File: config.mk
export PLATFORM = sky130hd
export DESIGN_NAME = pwm_core_flat
export DESIGN_NICKNAME = d
export VERILOG_FILES = /design/src/rtl/pwm_if.sv /design/src/rtl/pwm_core.sv /design/src/flat_wrapper.sv
export SDC_FILE = /design/constraint.sdc
export NUM_CORES = 1
export LEC_CHECK = 0
export BUFFER_PORTS_ARGS = -buffer_cell sky130_fd_sc_hd__buf_4
export CORE_MARGIN = 4
export CORE_UTILIZATION = 52
export DETAILED_ROUTE_END_ITERATION = 10
export GPL_TIMING_DRIVEN = 0
export PLACE_DENSITY = 0.8
export SLEW_MARGIN = 10
export SYNTH_ARGS = -nofsm -noshare
export SYNTH_HDL_FRONTEND = slang
export SYNTH_SLANG_ARGS = --single-unit
File: constraint.sdc
create_clock -name clk -period 2.61 [get_ports clk]
set_input_delay 0.261 -clock clk [delete_from_list [all_inputs] [get_ports clk]]
set_output_delay 0.261 -clock clk [all_outputs]
set_load 0.005 [all_outputs]
File: src/rtl/pwm_if.sv
// PWM engine bus: register-block side (master) drives enable, prescaler,
// reload and compare values; the engine (slave) returns counter and waveforms.
interface pwm_if #(
  parameter int WIDTH     = 16,
  parameter int PSC_WIDTH = 16
);
  logic                 en;
  logic [PSC_WIDTH-1:0] psc;
  logic [WIDTH-1:0]     arr;
  logic [WIDTH-1:0]     ccr1;
  logic [WIDTH-1:0]     ccr2;
  logic [WIDTH-1:0]     cnt;
  logic                 pwm_ch1;
  logic                 pwm_ch2;
  logic                 update_evt;

  modport master (
    output en, psc, arr, ccr1, ccr2,
    input  cnt, pwm_ch1, pwm_ch2, update_evt
  );

  modport slave (
    input  en, psc, arr, ccr1, ccr2,
    output cnt, pwm_ch1, pwm_ch2, update_evt
  );
endinterface

File: src/rtl/pwm_core.sv
// Up-counting timer with prescaler and two edge-aligned PWM channels.
// Ports: clk, rst (async, active-high), bus (pwm_if.slave: en, psc, arr,
// ccr1, ccr2 in; cnt, pwm_ch1, pwm_ch2, update_evt out).
// Macro PWM_PRELOAD_EN: psc/arr/ccr go through shadow registers that are
// committed at wrap or while idle; undefined, the live inputs are used.
module pwm_core #(
  parameter int WIDTH     = 16,
  parameter int PSC_WIDTH = 16
) (
  input logic clk,
  input logic rst,
  pwm_if.slave bus
);

  logic [PSC_WIDTH-1:0] psc_cnt_q, psc_cnt_d;
  logic [WIDTH-1:0]     cnt_q, cnt_d;
  logic                 pwm1_q, pwm1_d;
  logic                 pwm2_q, pwm2_d;
  logic                 upd_q, upd_d;

  logic [PSC_WIDTH-1:0] psc_use;
  logic [WIDTH-1:0]     arr_use;
  logic [WIDTH-1:0]     ccr1_use;
  logic [WIDTH-1:0]     ccr2_use;
  logic                 tick;
  logic                 wrap;

`ifdef PWM_PRELOAD_EN
  logic [PSC_WIDTH-1:0] psc_sh_q, psc_sh_d;
  logic [WIDTH-1:0]     arr_sh_q, arr_sh_d;
  logic [WIDTH-1:0]     ccr1_sh_q, ccr1_sh_d;
  logic [WIDTH-1:0]     ccr2_sh_q, ccr2_sh_d;

  assign psc_use  = psc_sh_q;
  assign arr_use  = arr_sh_q;
  assign ccr1_use = ccr1_sh_q;
  assign ccr2_use = ccr2_sh_q;

  // Idle loads every clock so the first enabled period sees fresh values.
  always_comb begin
    psc_sh_d  = psc_sh_q;
    arr_sh_d  = arr_sh_q;
    ccr1_sh_d = ccr1_sh_q;
    ccr2_sh_d = ccr2_sh_q;
    if (!bus.en || wrap) begin
      psc_sh_d  = bus.psc;
      arr_sh_d  = bus.arr;
      ccr1_sh_d = bus.ccr1;
      ccr2_sh_d = bus.ccr2;
    end
  end

  always_ff @(posedge clk or posedge rst) begin
    if (rst) begin
      psc_sh_q  <= '0;
      arr_sh_q  <= '0;
      ccr1_sh_q <= '0;
      ccr2_sh_q <= '0;
    end else begin
      psc_sh_q  <= psc_sh_d;
      arr_sh_q  <= arr_sh_d;
      ccr1_sh_q <= ccr1_sh_d;
      ccr2_sh_q <= ccr2_sh_d;
    end
  end
`else
  assign psc_use  = bus.psc;
  assign arr_use  = bus.arr;
  assign ccr1_use = bus.ccr1;
  assign ccr2_use = bus.ccr2;
`endif

  assign tick = (psc_cnt_q == psc_use);
  assign wrap = tick && (cnt_q == arr_use);

  // Compare on the pre-edge count, so outputs trail cnt by one clock.
  always_comb begin
    psc_cnt_d = psc_cnt_q;
    cnt_d     = cnt_q;
    upd_d     = 1'b0;
    pwm1_d    = bus.en && (cnt_q < ccr1_use);
    pwm2_d    = bus.en && (cnt_q < ccr2_use);
    if (!bus.en) begin
      psc_cnt_d = '0;
      cnt_d     = '0;
    end else if (tick) begin
      psc_cnt_d = '0;
      if (wrap) begin
        cnt_d = '0;
        upd_d = 1'b1;
      end else begin
        cnt_d = cnt_q + WIDTH'(1);
      end
    end else begin
      psc_cnt_d = psc_cnt_q + PSC_WIDTH'(1);
    end
  end

  always_ff @(posedge clk or posedge rst) begin
    if (rst) begin
      psc_cnt_q <= '0;
      cnt_q     <= '0;
      pwm1_q    <= 1'b0;
      pwm2_q    <= 1'b0;
      upd_q     <= 1'b0;
    end else begin
      psc_cnt_q <= psc_cnt_d;
      cnt_q     <= cnt_d;
      pwm1_q    <= pwm1_d;
      pwm2_q    <= pwm2_d;
      upd_q     <= upd_d;
    end
  end

  assign bus.cnt        = cnt_q;
  assign bus.pwm_ch1    = pwm1_q;
  assign bus.pwm_ch2    = pwm2_q;
  assign bus.update_evt = upd_q;

endmodule
File: src/flat_wrapper.sv
// flat-port wrapper written by rule: the top's interface ports become plain ports
module pwm_core_flat 
#(
  parameter int WIDTH     = 16,
  parameter int PSC_WIDTH = 16
)
  (clk, rst, bus_en, bus_psc, bus_arr, bus_ccr1, bus_ccr2, bus_cnt, bus_pwm_ch1, bus_pwm_ch2, bus_update_evt);
  pwm_if #(.WIDTH(WIDTH), .PSC_WIDTH(PSC_WIDTH)) bus_i ();
  input logic clk;
  input logic rst;
  input wire logic [$bits(bus_i.en)-1:0] bus_en;
  input wire logic [$bits(bus_i.psc)-1:0] bus_psc;
  input wire logic [$bits(bus_i.arr)-1:0] bus_arr;
  input wire logic [$bits(bus_i.ccr1)-1:0] bus_ccr1;
  input wire logic [$bits(bus_i.ccr2)-1:0] bus_ccr2;
  output wire logic [$bits(bus_i.cnt)-1:0] bus_cnt;
  output wire logic [$bits(bus_i.pwm_ch1)-1:0] bus_pwm_ch1;
  output wire logic [$bits(bus_i.pwm_ch2)-1:0] bus_pwm_ch2;
  output wire logic [$bits(bus_i.update_evt)-1:0] bus_update_evt;
  assign bus_i.en = bus_en;
  assign bus_i.psc = bus_psc;
  assign bus_i.arr = bus_arr;
  assign bus_i.ccr1 = bus_ccr1;
  assign bus_i.ccr2 = bus_ccr2;
  assign bus_cnt = bus_i.cnt;
  assign bus_pwm_ch1 = bus_i.pwm_ch1;
  assign bus_pwm_ch2 = bus_i.pwm_ch2;
  assign bus_update_evt = bus_i.update_evt;
  pwm_core #(.WIDTH(WIDTH), .PSC_WIDTH(PSC_WIDTH)) u_core (.clk(clk), .rst(rst), .bus(bus_i));
endmodule
== Word-level counts from Yosys, hierarchy flattened ==
Cells that the tools add are included.
Word-level totals
  bits in registers: 35
  output and inout port bits: 19
  logic and storage cells: 23
Operators by class
  add/sub/neg operators: 2
  order comparisons: 2
  equality and inequality tests: 3
  multiplexer cells: 8
  reductions and logical operators: 3
Operators by type and width (number)
  2-to-1 mux 16 bit: 5
  adder 16 x 1 -> 16 bit (second input constant): 2
  == test 16 bit: 2
  < comparator 16 bit: 2
  logical AND 1 bit: 3
  2-to-1 mux 1 bit: 3
  != test 2 x 1 -> 1 bit (second input constant): 1

== Longest topological paths before layout ==
Gate-level depths: netlist (run 1).
  word-level depth: 5
  depth in mapped cells: 8
  gate-level depth less buffers: 8

== Least setup slack after synthesis (run 1) ==
Ideal clock, no wire load.
  path type: register to register
  start point: register u_core.psc_cnt_q[3]
  end point: register u_core.cnt_q[9] (netlist: u_core.bus.cnt[9])
  library setup time: 119 ps
  arrival: 1820 ps
  data required time: 2491 ps
  slack: 671 ps
  cell stages (with the launch flop): 7
  buffers on the path: 1
  clock period less this slack: 1939 ps
  cell sequence: dfrtp_1 xnor2_1 nand4_1 or4_4 o21ai_4 buf_4 nor2_1
On the way
  cells in the longest elaborated chain, start to end: 5
  elaborated cells on any way between the ends: 6
  classes of those cells: 2 x eq/ne; 3 x mux; 1 x reduce/logical
Ends and longest elaborated chain
  start, declared: line pwm_core.sv:15  | logic [PSC_WIDTH-1:0] psc_cnt_q, psc_cnt_d;
  start signal, assigned: line pwm_core.sv:107  | psc_cnt_q <= psc_cnt_d;
  == test 16 bit (*): line pwm_core.sv:73  | assign tick = (psc_cnt_q == psc_use);
  logical AND 1 bit: line pwm_core.sv:74  | assign wrap = tick && (cnt_q == arr_use);
  2-to-1 mux 16 bit: line pwm_core.sv:88  | if (wrap) begin
  2-to-1 mux 16 bit: line pwm_core.sv:86  | end else if (tick) begin
  2-to-1 mux 16 bit: line pwm_core.sv:83  | if (!bus.en) begin
  end signal, assigned: line pwm_core.sv:108  | cnt_q <= cnt_d;
  end, declared: line pwm_core.sv:16  | logic [WIDTH-1:0] cnt_q, cnt_d;
Every way passes the cells marked *; elsewhere a longest branch is shown, timed or not. The select of a mux whose other input is x is not followed.
A chain may end at the register's enable or synchronous reset.

== Final worst setup path (run 1) ==
  start point: register u_core.psc_cnt_q[2]
  end point: register u_core.cnt_q[10] (netlist: u_core.bus.cnt[10])
The elaborated chain is that of the path after synthesis.

==> key figures, run 1 <==
Status
  • Status: completed

Logic synthesis
  • Yosys warnings: 0
  • Yosys reg bits: 35
  • Share of the synthesized area in the top cell type: 31.86%
  • Distinct cell type count after synthesis: 38
  • Syn Nets: approximately 400
  • Synthesized area: 0.002749 mm^2
  • FFs w/ async S/R, synth: 100.0%
  • Syn_area_per_cell: ~9 um^2
  • Cells after Synth: roughly 300
  • Register area share after synthesis: roughly a third
  • EDFF count, synth: 0
  • Prevailing post-synth register cell: dfrtp_1
  • Largest area contributor in the netlist: dfrtp_1
  • Top post-synthesis cells by area: dfrtp_1, ha_1, xor2_1, xnor2_1, inv_1

Clocking
  • Cts bufs inserted: 5
  • CTS Hold Buffers Added: 0
  • Setup Fix Bufs, Post-CTS: 0
  • H-Tree Level Count: 2
  • Clock tree buffer depth: 2
  • Clk slew on worst S/H paths: ~70 ps
  • Number of gates resized after CTS: 0
  • Later-pin clock latency in the skew report: 290 ps
  • Clock Sinks: 35
  • Root Buffer: clkbuf_8
  • CTS tree: done

Detailed routing
  • DR WL/cell: 14.99 um
  • Via/cell ratio: around 5.4
  • ANT nets after route: 0
  • Vias after detailed routing: 2515
  • WL final: 6999 um
  • Number of detailed-route iterations in the first pass: 4
  • First-iteration detailed-routing DRC count: 130
  • Drt drc: 0

Worst setup path
  • Origin of the critical flop-to-flop path: u_core.psc_cnt_q[2]
  • CP bufs+invs: 1
  • CP cell instances: xnor2_1 > nand4_1 > o41ai_4 > buf_6 > nand3_1 > xor2_1 > nor2_2
  • Worst setup endpoint: u_core.bus.cnt[10]
  • Slowest cell on crit path: o41ai_4
  • Crit path from: u_core.psc_cnt_q[2]
  • Max stage delay on crit path: 660 ps
  • R2R depth: 7
  • Critical path class: reg -> reg
  • Arr. time, crit path: 2410 ps
  • FF-to-FF setup slack: 370 ps
  • CP Capture Type: register
  • R2r endpoint: u_core.bus.cnt[10]
  • Max Fanout on Critical Path: 10
  • CP startpoint kind: register
  • Levels on crit path: 7
  • Largest delay share family, worst path: compound AO/OA/AOI/OAI gates
  • Worst Path Required: 2790 ps

Timing
  • Fin crit share: 85.66%
  • RSZ-0062 raised after global routing: false
  • Max Fclk: 447.3 MHz
  • Hold Slack: about 100 ps
  • Final hold viol count: 0
  • Worst relative slew slack: 50.94%
  • Slew @ Worst Pin: 734.8 ps
  • Min setup slack post-route: 374.2 ps
  • Setup TNS: 0 ps
  • Max-slew violation count: 0
  • Setup-failing EPs final: 0
  • Period minus WS final: about 2200 ps
  • Clk_skew: 4.725 ps

Final layout
  • Final Util: a little over two thirds
  • Most common cell after layout, fill and taps aside: buf_4
  • Layout area overhead: 30.04%
  • Commonest cells after routing, fill and taps aside: buf_4, xor2_1, dfrtp_1
  • Layout cells sized above 1: 25.44%
  • ANT cells: 0
  • Fin nets: 495

Global routing
  • Met1 capacity usage during global routing: 28.82%
  • Met3 GRT Util: 4.148%
  • Vias in the first global route: 2473
  • Largest net degree at the start of global routing: 36
  • Total gr overflow: 0
  • Global Route Usage Sum: between 20% and 30%
  • Initial antenna violation count: 0
  • First-pass GRT wire length: 11300 um
  • GR peak layer: met2
  • Grt met2 use: between 30% and 40%

Floorplan
  • Core ar.: 0.005107 mm^2
  • Die Ht: 80.71 um
  • Boundary Pins: 86
  • Die width: 80.71 um
  • Die ar.: 0.006513 mm^2
  • Initial Util: 53.82%
  • Row Count: 26

Placement
  • Setup slack at placement: 401.4 ps
  • Placer congestion estimate: 0.8411
  • HPWL after DPL: 5525 um
  • IO buf count: 85

Power
  • P per Cell Area: 335.9 mW/mm^2
  • Leakage power: 1.914 nW
  • Total power draw: around 0.0012 W
  • Peak supply drop: 0.0002602 V

Job
  • Max_cap viols: 0

Hold path
  • HP Class: in -> async
worst min-delay path by stage:
| stage | end | slack (ps) | cells after the start |
|---|---|---|---|
| after CTS | u_core.bus.pwm_ch2 | 130 | 2 |
| after floorplan | u_core.bus.cnt[1] | 410 | 2 |
| final | u_core.psc_cnt_q[0] | 100 | 2 |
| after detailed placement | u_core.bus.pwm_ch2 | 440 | 2 |
| after global routing | u_core.psc_cnt_q[0] | 180 | 2 |
| after global placement | u_core.psc_cnt_q[0] | 550 | 1 |
registers in the layout, indices dropped and copies added, names as in the netlist:
| signal | cells |
|---|---|
| u_core.bus.cnt | 16 |
| u_core.psc_cnt_q | 16 |
| u_core.bus.pwm_ch1 | 1 |
| u_core.bus.pwm_ch2 | 1 |
| u_core.bus.update_evt | 1 |
cell families after synthesis:
kind of cell             count (synthesis)  synth area share [%]
AND/OR/NAND/NOR                        104                 19.66
flip-flops                              35                 31.86
XOR/XNOR                                57                 18.16
buffers and inverters                   40                 5.917
adder cells (fa/ha/maj)                 32                 14.57
AO/OA/AOI/OAI                           36                 9.833
metrics by stage:
stage,std cells,area [um^2]
6_report,467,3575
5_1_grt,467,3575
4_1_cts,467,3575
3_5_place_dp,459,3475
3_3_place_gp,459,3475
2_1_floorplan,304,2749
report_power, final:
part / switching [W] / total [W] / internal [W]
Combinational: 0.0000883 / 0.000205 / 0.000116
Clock: 0.000191 / 0.000432 / 0.000241
Sequential: 0.0000138 / 0.000564 / 0.000550
Total: 0.000293 / 0.00120 / 0.000907
cells in the mapped netlist, drive strengths merged (4+ instances only):
| cell type | instances |
|---|---|
| inv | 35 |
| nand2 | 12 |
| a21oi | 10 |
| nand3 | 14 |
| dfrtp | 35 |
| or3 | 4 |
| ha | 32 |
| xor2 | 35 |
| nand4 | 14 |
| o21ai | 7 |
| nor2b | 4 |
| a21o | 5 |
| xnor2 | 22 |
| nor4 | 5 |
| nor2 | 31 |
| and3 | 10 |
routing by layer:
layer | wire length (um) | part of all wire (%)
met1 | 2897 | 41
met2 | 3554 | 51
met5 | 0 | 0
met4 | 67 | 0.96
met3 | 479 | 6.8
worst register-to-register path, delay by kind of cell (launching register included):
family | cells | cell delay, ps
buf+inv | 1 | 230
compound gates | 1 | 670
simple gates | 3 | 390
xor+xnor | 2 | 390
flops | 1 | 450
cell type report:
class                           instances  area (um^2)
Timing Repair Buffer                   85        638.1
Sequential cell                        35        875.8
Tap cell                               70        87.58
Multi-Input combinational cell        229         1710
Inverter                               35        131.4
Buffer                                  5        31.28
Fill cell                             410         1533
Clock buffer                            8        100.1
Power figures use the tool's default switching activity.
==> inputs of run 2 (changes only) <==
--- a/config.mk
+++ b/config.mk
@@ -5,12 +5,13 @@
 export SDC_FILE = /design/constraint.sdc
 export NUM_CORES = 1
 export LEC_CHECK = 0
+export ABC_AREA = 1
 export BUFFER_PORTS_ARGS = -buffer_cell sky130_fd_sc_hd__buf_4
 export CORE_MARGIN = 4
-export CORE_UTILIZATION = 52
+export CORE_UTILIZATION = 55
 export DETAILED_ROUTE_END_ITERATION = 10
 export GPL_TIMING_DRIVEN = 0
-export PLACE_DENSITY = 0.8
+export PLACE_DENSITY = 0.81
 export SLEW_MARGIN = 10
 export SYNTH_ARGS = -nofsm -noshare
 export SYNTH_HDL_FRONTEND = slang
==> run 2 against run 1 <==
Wire length up 32%. Largest cell class unchanged. Sequential share of layout area down 4.2 points. Worst setup slack better by 300 ps. Utilization up 1.1 points. Non-clock buffer count up 5. Die area up 18%.
==> key figures, run 2 <==
Timing
  • Setup-failing EPs final: 0
  • Setup TNS: 0 ps
  • Clk_skew: 13.26 ps
  • Final hold viol count: 0
  • RSZ-0062 raised after global routing: false
  • Period minus WS final: 1932 ps
  • Slew @ Worst Pin: 754.9 ps
  • Fin crit share: 74.04%
  • Max-slew violation count: 0
  • Max Fclk: 517.5 MHz
  • Worst relative slew slack: 49.60%
  • Min setup slack post-route: roughly 680 ps
  • Hold Slack: around 100 ps

Logic synthesis
  • Prevailing post-synth register cell: dfrtp_1
  • Synth Area in Compound Gates: under 10%
  • Most numerous cell in the Yosys netlist: nand2_1
  • Top post-synthesis cells by area: dfrtp_1, nand2_1, ha_1, inv_1, nor2_1
  • Synthesized area: approximately 0.0035 mm^2
  • Distinct cell type count after synthesis: 29
  • Main combinational cell family by area after synthesis: simple AND/OR/NAND/NOR gates
  • Synth Area in XOR/XNOR: 7.260%
  • Post-Synth Adder-Cell Area: about 11%
  • Post-synth top cells: nand2_1, inv_1, nor2_1
  • Cells after Synth: 557
  • Yosys reg bits: 35
  • Post-synthesis simple-gate area fraction: approximately 38%
  • Largest area contributor in the netlist: dfrtp_1
  • Yosys warnings: 0
  • EDFF count, synth: 0
  • Syn Nets: 656
  • FFs w/ async S/R, synth: 100.0%
  • Mux cell area share after synthesis: 0%
  • Register area share after synthesis: 25.04%
  • Share of the synthesized area in the top cell type: 25.04%
  • Syn_area_per_cell: 6.281 um^2

Detailed routing
  • Drt drc: 0
  • First-iteration detailed-routing DRC count: between 150 and 200
  • ANT nets after route: 0
  • WL final: approximately 9000 um
  • Via/cell ratio: between 5 and 6
  • Number of detailed-route iterations in the first pass: 5
  • Vias after detailed routing: 3744
  • DR WL/cell: approximately 13 um

Floorplan
  • Initial Util: between 50% and 60%
  • Die Ht: 87.76 um
  • Die ar.: 0.007701 mm^2
  • Boundary Pins: 86
  • Row Count: 28
  • Core ar.: 0.006061 mm^2
  • Die width: 87.76 um

Global routing
  • Global Route Usage Sum: roughly 25%
  • Total gr overflow: 0
  • Largest net degree at the start of global routing: 36
  • Vias in the first global route: between 3000 and 4000
  • Met1 capacity usage during global routing: 31.82%
  • First-pass GRT wire length: 15160 um
  • Met3 GRT Util: 4.986%
  • Initial antenna violation count: 0
  • GR peak layer: met2
  • Grt met2 use: a little over two fifths

Final layout
  • Most common cell after layout, fill and taps aside: nand2_1
  • Storage cell area: 875.8 um^2
  • Layout area overhead: 23.21%
  • Commonest cells after routing, fill and taps aside: nand2_1, inv_1, buf_4
  • Area of the multi-input gates: 0.002150 mm^2
  • Fill count: roughly 560
  • ANT cells: 0
  • Layout cells sized above 1: 18.36%
  • Post-route insts no fill: 723
  • Fin nets: approximately 750

Power
  • Leakage power: 2.570 nW
  • Total power draw: about 0.0012 W
  • Peak supply drop: 0.0001961 V
  • P per Cell Area: 274.0 mW/mm^2

Status
  • Status: completed

Worst setup path
  • Max Fanout on Critical Path: 5
  • CP startpoint kind: register
  • Worst Path Required: approximately 2800 ps
  • CP Capture Type: register
  • Arr. time, crit path: 2130 ps
  • Critical path class: reg -> reg

Placement
  • Setup slack at placement: 792.1 ps
  • HPWL after DPL: 7492 um
  • IO buf count: 84
  • Inst Count DP: 716
  • Placer congestion estimate: roughly 0.94

Clocking
  • Cts bufs inserted: 5
  • Clock tree buffer depth: 2
  • Clock Sinks: 35
  • Clk slew on worst S/H paths: 70 ps
  • Setup Fix Bufs, Post-CTS: 0
  • Number of gates resized after CTS: 0
  • CTS tree: done
  • Later-pin clock latency in the skew report: 290 ps
  • Root Buffer: clkbuf_8
  • H-Tree Level Count: 2
  • CTS Hold Buffers Added: 0

Job
  • Max_cap viols: 0

Hold path
  • HP Class: in -> async
==> run 2: cell types whose count changed in the layout (fill, tap and decap cells not counted), sizes merged, moves of 5 or more <==
| cell | before | now |
|---|---|---|
| a21o | 5 | 0 |
| inv | 35 | 106 |
| nand2 | 12 | 179 |
| nor3 | 3 | 21 |
| nand4 | 14 | 24 |
| buf | 88 | 93 |
| xnor2 | 22 | 12 |
| and3 | 10 | 0 |
| a21oi | 10 | 16 |
| nor4 | 5 | 0 |
| xor2 | 35 | 17 |
| nor2 | 31 | 71 |
==> run 2: worst paths after layout <==
path | startpoint | endpoint | slack, ps | depth (start not counted)
worst max-delay path | u_core.psc_cnt_q[0] | u_core.psc_cnt_q[10] | 680 | 9
worst min-delay path | rst | u_core.psc_cnt_q[1] | 100 | 2
worst max register to register | u_core.psc_cnt_q[0] | u_core.psc_cnt_q[10] | 680 | 9
worst min register to register | u_core.psc_cnt_q[0] | u_core.psc_cnt_q[0] | 530 | 1
max in group asynchronous | rst | u_core.bus.cnt[6] | 2010 | 2
min in group clk | bus_en | u_core.bus.cnt[15] | 400 | 3
==> run 2: worst max-delay path: stages (launching register included) <==
cell	delay, ps
dfrtp_1	420
ha_1	260
nand2_1	130
nor2_2	210
nand2_1	110
nor2_1	200
nand2_1	130
o21ai_1	150
inv_1	60
nor3_1	180
==> run 2: per-layer routing <==
layer	routed length, um	part of all wire, %	vias up
met5	0	0	-
met4	72	0.78	0
met3	725	7.8	7
met2	4599	50	149
met1	3863	42	1688
li1	-	-	1900
==> run 2: cell type report <==
cell class	instances	area share (%)
inverter	108	9.405
multi-input combinational	403	49.87
clock buffer	6	1.916
tap	75	2.177
timing repair buffer	84	14.63
clock inverter	1	0.1161
sequential	35	20.32
buffer	11	1.567
==> run 2: kinds of logic after synthesis <==
logic type                 after synthesis
adders and majority gates               32
xor gates and xnor gates                29
buffers and inverters                  119
and+or+nand+nor                        310
DFF                                     35
AOI/OAI and AO/OA                       32
==> run 2: per-stage QoR <==
stage | utilization (%) | area (um^2)
2_1_floorplan | - | 3498
3_3_place_gp | 69.67 | 4223
3_5_place_dp | 69.67 | 4223
4_1_cts | 71.12 | 4310
5_1_grt | 71.12 | 4310
6_report | 71.12 | 4310
==> run 2: where the power goes <==
group	leakage, nW	internal (W)	total (W)	switching, W
sequential	0.482	0.000547	0.000553	0.00000533
combinational	2.04	0.000111	0.000214	0.000104
clock	0.0470	0.000207	0.000414	0.000207
==> inputs of run 3 (changes only) <==
--- a/config.mk
+++ b/config.mk
@@ -5,13 +5,13 @@
 export SDC_FILE = /design/constraint.sdc
 export NUM_CORES = 1
 export LEC_CHECK = 0
-export ABC_AREA = 1
+export ABC_AREA = 0
 export BUFFER_PORTS_ARGS = -buffer_cell sky130_fd_sc_hd__buf_4
 export CORE_MARGIN = 4
-export CORE_UTILIZATION = 55
+export CORE_UTILIZATION = 47
 export DETAILED_ROUTE_END_ITERATION = 10
 export GPL_TIMING_DRIVEN = 0
-export PLACE_DENSITY = 0.81
+export PLACE_DENSITY = 0.76
 export SLEW_MARGIN = 10
 export SYNTH_ARGS = -nofsm -noshare
 export SYNTH_HDL_FRONTEND = slang
==> constraint.sdc (replaced) <==
create_clock -name clk -period 1.6 [get_ports clk]
set_input_delay 0.16 -clock clk [delete_from_list [all_inputs] [get_ports clk]]
set_output_delay 0.16 -clock clk [all_outputs]
set_load 0.005 [all_outputs]
==> run 3 against run 2 <==
The run now ends with negative setup slack left. Sequential cell count unchanged. Register-to-register slack worse by 1200 ps. Sequential share of layout area up 0.13 points. Final cell count shrank 29%. Worst hold slack got worse by 93 ps. Clock power rose by 74%. Largest power group unchanged. Fmax decreased by 7.3%. Global-route usage decreased by 1.9 points. Cell area grew 1.5%. Sequential power grew 67%. Combinational power rose by 120%. Clock skew down 1.8 ps.
==> key figures, run 3 (same netlist as run 1, synthesis figures left out) <==
Floorplan
  • Die width: ~84 um
  • Die Ht: between 80 and 90 um
  • Row Count: 27
  • Initial Util: 49.32%
  • Die ar.: 0.007136 mm^2
  • Boundary Pins: 86
  • Core ar.: 0.005574 mm^2

Hold path
  • HP Class: in -> async

Timing
  • Period minus WS final: around 2100 ps
  • Max-slew violation count: 0
  • Max Fclk: 479.7 MHz
  • Final hold viol count: 0
  • Fin crit share: 130.3%
  • RSZ-0062 raised after global routing: true
  • Slew @ Worst Pin: 750.9 ps
  • Clk_skew: 11.46 ps
  • Worst relative slew slack: roughly half
  • Min setup slack post-route: -484.5 ps
  • Setup-failing EPs final: 35
  • Setup TNS: -11910 ps

Placement
  • HPWL after DPL: 5689 um
  • IO buf count: 85
  • Placer congestion estimate: 0.8586

Final layout
  • Most common cell after layout, fill and taps aside: buf_4
  • Fill count: between 300 and 400
  • ANT cells: 0
  • Commonest cells after routing, fill and taps aside: buf_4, inv_1, xor2_1
  • Fin nets: 542
  • Layout area overhead: 59.13%
  • Layout cells sized above 1: ~47%

Global routing
  • Largest net degree at the start of global routing: 36
  • Vias in the first global route: 2780
  • Global Route Usage Sum: 22.85%
  • First-pass GRT wire length: 13190 um
  • Initial antenna violation count: 0
  • Total gr overflow: 0

Worst setup path
  • CP bufs+invs: 2
  • Levels on crit path: 8
  • CP Capture Type: register
  • R2R depth: 8
  • Slowest cell on crit path: dfrtp_2
  • Worst Path Required: 1770 ps
  • Arr. time, crit path: between 2000 and 2500 ps
  • Max stage delay on crit path: 440 ps
  • Max Fanout on Critical Path: 6
  • Largest delay share family, worst path: XOR/XNOR gates
  • CP startpoint kind: register
  • Critical path class: reg -> reg
  • CP cell instances: xnor2_1 > nand4_1 > buf_6 > o41ai_4 > buf_6 > nand4_1 > xor2_1 > nor2_2

Detailed routing
  • ANT nets after route: 0
  • Drt drc: 0
  • Number of detailed-route iterations in the first pass: 5
  • First-iteration detailed-routing DRC count: ~240
  • DR WL/cell: roughly 19 um
  • Vias after detailed routing: 2968
  • WL final: about 10000 um
  • Via/cell ratio: ~5.8

Status
  • Status: complete, but fails checks
  • Failing checks: negative setup slack

Power
  • P per Cell Area: 485.0 mW/mm^2
  • Leakage power: 2.211 nW
  • Peak supply drop: 0.0006361 V
  • Total power draw: 0.002121 W

Job
  • Max_cap viols: 0

Clocking
  • CTS Hold Buffers Added: 0
  • Cts bufs inserted: 5
  • H-Tree Level Count: 2
  • Clock Sinks: 35
  • Root Buffer: clkbuf_8
  • CTS tree: done
  • Clock tree buffer depth: 2
  • Clk slew on worst S/H paths: 80 ps
  • Later-pin clock latency in the skew report: 300 ps
-- run 3: routing by layer --
layer,part of all wire (%),GRT usage [%],vias up
met5,0,0,-
met4,4.5,6.763,0
met3,7.1,3.729,48
met2,51,40.24,168
met1,37,28.75,1429
li1,-,-,1323
-- run 3: cell type report --
class	instances	area [um^2]	area share, %
inverters	35	131.4	3.003
multi-input cells	229	2042	46.68
plain buffers	4	38.79	0.8867
repair buffers	133	1077	24.63
clock buffers	8	100.1	2.288
well taps	72	90.09	2.059
flip-flops and latches	35	894.6	20.45
-- run 3: timing repair --
action,CTS,global route
buffers inserted,26,21
gates cloned,0,2
endpoints found under the setup margin,35,35
hold endpoints to repair,0,0
gates resized for setup,36,50
pin swaps,17,29
-- run 3: where the power goes --
group          leakage (nW)  internal [W]  total (W)  switching [W]
clock network        0.0515      0.000393   0.000721       0.000328
registers             0.457      0.000899   0.000922      0.0000227
logic                  1.70      0.000269   0.000479       0.000210
-- run 3: worst paths after layout --
check                               startpoint                    to  slack [ps]
max in group asynchronous                  rst    u_core.bus.cnt[12]        1070
min reg2reg                u_core.psc_cnt_q[0]   u_core.psc_cnt_q[0]         480
max reg2reg                u_core.psc_cnt_q[3]    u_core.bus.cnt[11]        -480
min in group clk                        bus_en     u_core.bus.cnt[1]         180
max                        u_core.psc_cnt_q[3]    u_core.bus.cnt[11]        -480
min                                        rst  u_core.psc_cnt_q[13]           7
-- run 3: per-stage QoR --
stage | hold slack (ps) | utilization (%) | worst slack [ps] | cells | area [um^2]
5_1_grt | 66.60 | 78.47 | -540.3 | 516 | 4374
3_3_place_gp | 478.9 | 63.10 | -524.1 | 461 | 3517
6_report | 6.629 | 78.47 | -484.5 | 516 | 4374
4_1_cts | 36.24 | 71.83 | -365.6 | 495 | 4004
3_5_place_dp | 340.3 | 63.10 | -574.3 | 461 | 3517
2_1_floorplan | 301.6 | - | -264.2 | 304 | 2789
-- run 3: worst register-to-register path, stage by stage, from the launching register on --
cell and delay (ps):
dfrtp_2 440, xnor2_1 170, nand4_1 120, buf_6 150, o41ai_4 320, buf_6 190
nand4_1 180, xor2_1 320, nor2_2 70
